<file path="src/rtl/mul_share_ctrl.sv">
// Shares one external sign-magnitude multiplier among NREQ requesters: round-robin grant,
// operand/result conversion, two-stage valid/ready pipeline. Define MUL_SAT_EN to saturate on overflow.
module mul_share_ctrl #(
    parameter int BITS = 16,
    parameter int NREQ = 4,
    localparam int IDW = (NREQ > 1) ? $clog2(NREQ) : 1
) (
    input  logic                 clk,
    input  logic                 rst,
    input  logic [NREQ-1:0]      req_valid,
    output logic [NREQ-1:0]      req_ready,
    input  logic [NREQ*BITS-1:0] req_a,
    input  logic [NREQ*BITS-1:0] req_b,
    output logic [BITS-1:0]      mul_a,
    output logic [BITS-1:0]      mul_b,
    output logic [BITS-1:0]      mul_a_map,
    output logic                 mul_sign_a,
    output logic                 mul_sign_b,
    input  logic [BITS-1:0]      mul_m,
    input  logic                 mul_over,
    input  logic                 mul_turn,
    output logic                 rsp_valid,
    input  logic                 rsp_ready,
    output logic [IDW-1:0]       rsp_id,
    output logic [BITS-1:0]      rsp_m,
    output logic                 rsp_over,
    output logic                 busy
);

    localparam logic [BITS-1:0] MIN_VAL = {1'b1, {(BITS-1){1'b0}}};
    localparam logic [BITS-1:0] MAX_VAL = ~MIN_VAL;

    // Stage S1 (operands) and S2 (result) state
    logic            v1_q, sa1_q, sb1_q;
    logic [BITS-1:0] a1_q, b1_q, map1_q;
    logic [IDW-1:0]  id1_q;
    logic            v2_q, over2_q;
    logic [BITS-1:0] m2_q;
    logic [IDW-1:0]  id2_q;
    logic [IDW-1:0]  ptr_q;

    logic            adv1, adv2, accept, win_found;
    logic [IDW-1:0]  win_id, ptr_d;
    logic [BITS-1:0] sel_a, sel_b, mag_a, mag_b, map_d;
    logic            res_neg, over_d;
    logic [BITS-1:0] res_d;

    assign adv2   = !v2_q || rsp_ready;
    assign adv1   = !v1_q || adv2;
    assign accept = win_found && adv1 && !rst;

    // NOTE: every variable written in an always_comb gets a default first, so no latch is inferred.
    always_comb begin
        int cand;
        win_found = 1'b0;
        win_id    = '0;
        cand      = 0;
        for (int off = 0; off < NREQ; off++) begin
            cand = int'(ptr_q) + off;
            if (cand >= NREQ) cand = cand - NREQ;
            if (!win_found && req_valid[cand]) begin
                win_found = 1'b1;
                win_id    = cand[IDW-1:0];
            end
        end
    end

    always_comb begin
        req_ready = '0;
        if (accept) req_ready[win_id] = 1'b1;
        ptr_d = (int'(win_id) == NREQ - 1) ? '0 : win_id + 1'b1;
    end

    always_comb begin
        sel_a = req_a[win_id*BITS +: BITS];
        sel_b = req_b[win_id*BITS +: BITS];
        mag_a = sel_a[BITS-1] ? -sel_a : sel_a;
        mag_b = sel_b[BITS-1] ? -sel_b : sel_b;
        // a_map[k] is set when any magnitude bit above k is set
        map_d = '0;
        for (int k = BITS - 2; k >= 0; k--) map_d[k] = map_d[k+1] | mag_a[k+1];
    end

    always_comb begin
        res_neg = mul_turn && (mul_m != '0);
        over_d  = mul_over || (mul_m[BITS-1] && !(res_neg && (mul_m == MIN_VAL)));
        res_d   = res_neg ? -mul_m : mul_m;
`ifdef MUL_SAT_EN
        if (over_d) res_d = mul_turn ? MIN_VAL : MAX_VAL;
`endif
    end

    // NOTE: sequential state uses non-blocking assignments so all registers update from pre-edge values.
    always_ff @(posedge clk) begin
        if (rst) begin
            v1_q    <= 1'b0;
            sa1_q   <= 1'b0;
            sb1_q   <= 1'b0;
            a1_q    <= '0;
            b1_q    <= '0;
            map1_q  <= '0;
            id1_q   <= '0;
            v2_q    <= 1'b0;
            over2_q <= 1'b0;
            m2_q    <= '0;
            id2_q   <= '0;
            ptr_q   <= '0;
        end else begin
            if (adv2) begin
                v2_q <= v1_q;
                if (v1_q) begin
                    m2_q    <= res_d;
                    over2_q <= over_d;
                    id2_q   <= id1_q;
                end
            end
            if (accept) begin
                v1_q   <= 1'b1;
                a1_q   <= mag_a;
                b1_q   <= mag_b;
                map1_q <= map_d;
                sa1_q  <= sel_a[BITS-1];
                sb1_q  <= sel_b[BITS-1];
                id1_q  <= win_id;
                ptr_q  <= ptr_d;
            end else if (adv2) begin
                v1_q <= 1'b0;
            end
        end
    end

    assign mul_a      = a1_q;
    assign mul_b      = b1_q;
    assign mul_a_map  = map1_q;
    assign mul_sign_a = sa1_q;
    assign mul_sign_b = sb1_q;
    assign rsp_valid  = v2_q;
    assign rsp_id     = id2_q;
    assign rsp_m      = m2_q;
    assign rsp_over   = over2_q;
    assign busy       = v1_q || v2_q;

endmodule

</file>
<file path="config.mk">
export PLATFORM = sky130hd
export DESIGN_NAME = mul_share_ctrl
export DESIGN_NICKNAME = d
export VERILOG_FILES = /design/src/rtl/mul_share_ctrl.sv
export SDC_FILE = /design/constraint.sdc
export NUM_CORES = 1
export LEC_CHECK = 0
export ABC_AREA = 1
export ABC_CLOCK_PERIOD_IN_PS = 4560
export BUFFER_PORTS_ARGS = -buffer_cell sky130_fd_sc_hd__buf_2
export CAP_MARGIN = 20
export CORE_ASPECT_RATIO = 1.25
export CORE_UTILIZATION = 25
export CTS_BUF_LIST = sky130_fd_sc_hd__clkbuf_4 sky130_fd_sc_hd__clkbuf_8 sky130_fd_sc_hd__clkbuf_16
export CTS_CLUSTER_SIZE = 16
export DETAILED_ROUTE_END_ITERATION = 8
export GPL_TIMING_DRIVEN = 1
export PLACE_DENSITY = 0.49
export SLEW_MARGIN = 40
export SYNTH_ARGS = -nofsm -noshare
export SYNTH_HDL_FRONTEND = slang
export SYNTH_SLANG_ARGS = --single-unit
</file>
<file path="constraint.sdc">
create_clock -name clk -period 4.56 [get_ports clk]
set_input_delay 1.368 -clock clk [delete_from_list [all_inputs] [get_ports clk]]
set_output_delay 1.368 -clock clk [all_outputs]
set_load 0.02 [all_outputs]
</file>
== Word level (Yosys, flattened, before mapping) ==
Cells that the tools add are included.
Operators by class
  muxes and demuxes: 33
  bitwise logic cells: 14
  shift operators: 2
  reductions and logical operators: 23
  eq/ne operators: 2
  add/subtract/negate cells: 11
  order comparisons: 10
Operators by type and width (count)
  < comparator 32 x 4 -> 1 bit, second input constant: 4
  two-way mux 32 bit: 4
  indexed part select 64 x 7 -> 16 bit: 2
  two-way mux 16 bit: 3
  negator 16 bit: 3
  == test 16 bit, second input constant: 1
  nonzero test 16 bit: 1
  two-way mux 1 bit: 15
  OR 1 bit: 14
  subtractor 3 x 3 -> 4 bit, second input constant: 3
  two-way mux 2 bit: 5
  greater-or-equal comparator 3 bit, second input constant: 3
  logical AND 1 bit: 9
  binary-select mux 1 bit (select 2 bit): 4
  logical NOT 1 bit: 7
  adder 2 x 2 -> 3 bit, second input constant: 2
  logical OR 1 bit: 4
  two-way mux 4 bit: 1
  subtractor 2 x 3 -> 4 bit, second input constant: 1
  adder 2 x 1 -> 3 bit, second input constant: 1
  greater-or-equal comparator 2 x 3 -> 1 bit, second input constant: 1
  < comparator 2 x 3 -> 1 bit, second input constant: 1
  adder 2 x 1 -> 2 bit, second input constant: 1
  demux 1 bit (select 2 bit): 1
  4 further kinds: 4
Word-level totals
  register bits: 74
  input port bits: 153

== Longest topological paths before layout ==
  depth after elaboration: 32
  gate-level depth with buffers: 28
  gate-level depth less buffers: 27

== Least setup slack after synthesis ==
OpenSTA, ideal clock, no wires.
  kind: in2out
  start point: in req_valid[3]
  end point: out req_ready[0]
  buffers on the path: 3
  arrival time: 2.986 ns
  stages on the path: 11
  setup slack: 0.206 ns
  cells stage by stage: inv_1 > nand2_2 > nand3_1 > nand2_2 > nor2_4 > nand3_4 > clkbuf_1 > nand2_1 > clkbuf_1 > buf_1 > nor2_1
On the way
  cells in the longest elaborated chain, start to end: 18
  elaborated cells on any way between the ends: 34
  those cells by class: order compare: 2; mux: 23; reduce/logical: 9
RTL lines
  start: declaration: RTL line 10  | input logic [NREQ-1:0] req_valid,
  binary-select mux 1 bit (select 2 bit): RTL line 61  | if (!win_found && req_valid[cand]) begin
  two-way mux 1 bit (implied by the code) (2 in a row): RTL line 61
  two-way mux 1 bit: RTL line 61
  logical NOT 1 bit: RTL line 61
  logical AND 1 bit: RTL line 61
  two-way mux 1 bit: RTL line 61
  logical NOT 1 bit: RTL line 61
  logical AND 1 bit: RTL line 61
  two-way mux 1 bit: RTL line 61
  logical NOT 1 bit: RTL line 61
  logical AND 1 bit: RTL line 61
  two-way mux 2 bit: RTL line 61
  < comparator 2 x 3 -> 1 bit (implied by the code) or greater-or-equal comparator 2 x 1 -> 1 bit (tied branches): RTL line 70  | if (accept) req_ready[win_id] = 1'b1;
  logical AND 1 bit (implied by the code): RTL line 70
  two-way mux 1 bit (implied by the code): RTL line 70
  demux 1 bit (select 2 bit): RTL line 70
  two-way mux 4 bit (*): RTL line 70
  end: declaration: RTL line 11  | output logic [NREQ-1:0] req_ready,
Mark *: on every way between the ends. The rest lies on a longest branch, timed or not. The select of a mux whose other input is x is not followed.

== Worst setup path after layout ==
  start point: in req_valid[3]
  end point: out req_ready[3]
Same word-level chain as after synthesis.

==> reports/results.txt <==
Area of the multi-input gates: 3392 sq um
Async SR Flop Fraction: 0%
Gp weighted congestion: 0.8769
Req. time, crit path: 3190 ps
Clock buffer depth: 2
Routed WL: 19570 microns
Row cnt: 60
Synth Register Bits: 73
Run status: complete, no violations
Clk slew on worst S/H paths: 60 ps
Die H: 168.1 microns
Largest stage delay, worst path: 240 ps
Area growth syn-to-layout: 30.40%
Fin cells: 1397
Setup-failing EPs final: 0
Ant diodes: 0
TritonCTS sink count: 73
Min Tclk post-route: 4373 ps
Largest net degree at the start of global routing: 54
Register area: 1461 sq um
Vias: 6403
# H-tree levels: 3
Initial Utilization: 25.53%
PnR worst setup slack: 186.7 ps
Clk root buf: clkbuf_16
CP Class: in -> out
Layout Nets: 1273
Grt ovf: 0
Crit path cell chain: buf_2 > inv_1 > nand2_2 > nand3_1 > nand2_1 > nand2_1 > nand2_1 > nand2_2 > nand3_4 > inv_4 > ha_1 > inv_1 > nor2_1 > buf_2
Post-route DRC: 0
DR iter-0 viols: 247
Sequential share of the synthesized area: 26.48%
Vias per inst: 4.583
Buf/Inv on CP: 5
Clock tree from TritonCTS: yes
Vias in the first global route: 5963
Critical Path AT: 3010 ps
DR pass1 iterations: 4
Fmax: 228.7 MHz
EDFF count, synth: 0
Dpl ws: 100.4 ps
Initial antenna violation count: 0
Syn nets: 1067
GRT Total Usage: 17.04%
Tcrit/Tclk final: 95.91%
Pins Over Slew Limit: 0
Post-CTS Hold Fix Bufs: 0
Placed Cells: 1381
Die ar.: 22680 sq um
IO Pins: 228
Count of different cell masters after synthesis: 46
Crit path top cell by count: nand2_1
RSZ-0062 raised after global routing: no
Clock latency on the worst-skew pair: 340 ps
Synthesized cell area: 5519 sq um
Post-CTS Setup Bufs: 0
Hpwl dp: 15600 microns
Maximum capacitance violations: 0
Top_reg_cell synth: dfxtp_1
Post-Syn Area per Cell: 6.085 sq um
Share of cells above drive strength 1: 27.46%
Core area: 21620 sq um
Post-cts sizing count: 0
CP Launch Type: primary input
Final hold viol count: 0
Slew HR: 52.16%
Ys Warns: 0
Post-Syn Instances: 907
Critical-path maximum fanout: 19
Routed len/inst: 14.01 microns
Cell family with most CP delay: simple AND/OR/NAND/NOR gates
Port bufs: 226
Crit-path slowest cell: nand3_4
DIE WIDTH: 134.9 microns
Post-Route Setup TNS: 0 ps
Hold crit path type: reg -> reg
ANT nets after route: 0
Global-route wire length before repair: 30590 microns
TritonCTS Buffers: 9
Setup Skew: 8.512 ps
# fillers: 2476
CP endpoint kind: primary output
Worst slew pin tran: 716.8 ps
synthesized netlist by cell type, types with 4 or more instances:
cell type	instances	share of area (%)
a31oi_1	4	0.45
buf_1	4	0.27
nand4_1	37	4.2
inv_2	9	0.61
nor2_1	74	5.0
ha_1	7	1.6
nor3_1	6	0.54
a21oi_1	65	5.9
a32oi_1	6	0.95
xor2_1	19	3.0
inv_1	86	5.8
nand3_1	80	7.3
clkbuf_1	20	1.4
buf_2	14	1.3
xnor2_1	7	1.1
nand2_2	8	0.91
buf_4	8	1.1
o21ai_0	42	3.8
or2_2	4	0.45
buf_6	7	1.4
nand2_1	275	19
nand3b_1	4	0.54
o21ai_1	6	0.54
dfxtp_1	73	26
nand3_2	4	0.73
cells by family after synthesis:
family	share of synthesized area [%]
compound gates	14.46
xor+xnor	4.126
fa+ha+maj	1.587
buf+inv	12.11
flops	26.48
other cells	0.06795
simple gates	41.17
layout make-up:
cell class / count / area share [%]
multi-input cells: 683 / 47.13
flip-flops and latches: 73 / 20.31
repair buffers: 248 / 18.01
inverters: 98 / 5.163
well taps: 279 / 4.850
clock buffers: 9 / 3.129
clock inverters: 7 / 1.408
sequential cells by signal (all words and copies together) (netlist names):
register    cells
rsp_over        1
mul_b          16
ptr_q           2
id1_q           2
mul_sign_b      1
mul_a          16
rsp_id          2
mul_sign_a      1
rsp_m          16
rsp_valid       1
v1_q            1
mul_a_map      14
worst paths after layout:
path                      from           end  slack, ps  cells after the start
setup / recovery  req_valid[3]  req_ready[3]        190                     14
hold / removal        mul_a[2]      mul_a[2]        460                      2
setup reg to reg      ptr_q[0]     mul_b[14]        880                     20
hold reg to reg       mul_a[2]      mul_a[2]        460                      2
through the flow:
stage	cell area [sq um]	hold WS (ps)	utilization [%]
after floorplan	5519	447.8	-
after global placement	6868	449.9	31.77
after detailed placement	6868	456.9	31.77
after CTS	7194	467.0	33.28
after global routing	7197	491.1	33.29
final	7197	463.3	33.29
cell usage in the layout (no fill, tap or decap), types with 3 or more instances in the layout:
| cell type | Yosys | layout |
|---|---|---|
| nand3_2 | 4 | 4 |
| ha_1 | 7 | 7 |
| nand2_2 | 8 | 9 |
| dfxtp_1 | 73 | 73 |
| inv_1 | 86 | 86 |
| a31oi_1 | 4 | 4 |
| o21ai_0 | 42 | 42 |
| nor2_1 | 74 | 74 |
| buf_4 | 8 | 22 |
| xor2_1 | 19 | 19 |
| a21oi_1 | 65 | 65 |
| o21ai_1 | 6 | 6 |
| nor2_2 | 3 | 3 |
| or2_2 | 4 | 4 |
| inv_2 | 9 | 8 |
| clkbuf_16 | 0 | 9 |
| nand4_1 | 37 | 37 |
| a32oi_1 | 6 | 6 |
| and2_1 | 3 | 3 |
| nand2_1 | 275 | 274 |
| o211ai_1 | 3 | 3 |
| nand3_1 | 80 | 80 |
| o221ai_1 | 3 | 3 |
| xnor2_1 | 7 | 7 |
| nand3b_1 | 4 | 4 |
| nor3_1 | 6 | 6 |
| buf_2 | 14 | 226 |
| a31o_2 | 3 | 3 |
layer usage:
metal / wire [microns] / global-route usage [%]
met5: 0 / 0
met4: 459 / 5.813
met3: 1121 / 2.499
met2: 9048 / 27.68
met1: 8944 / 22.81
tightest hold or removal path: cells and delay by family, from the launching register on:
kind | cells | cell delay [ps]
and+or+nand+nor | 1 | 60
DFF | 1 | 310
AOI/OAI and AO/OA | 1 | 50
Power is left out: the tool's default activity adds up to more than one toggle a clock period on the data nets, which glitch-free logic cannot reach.
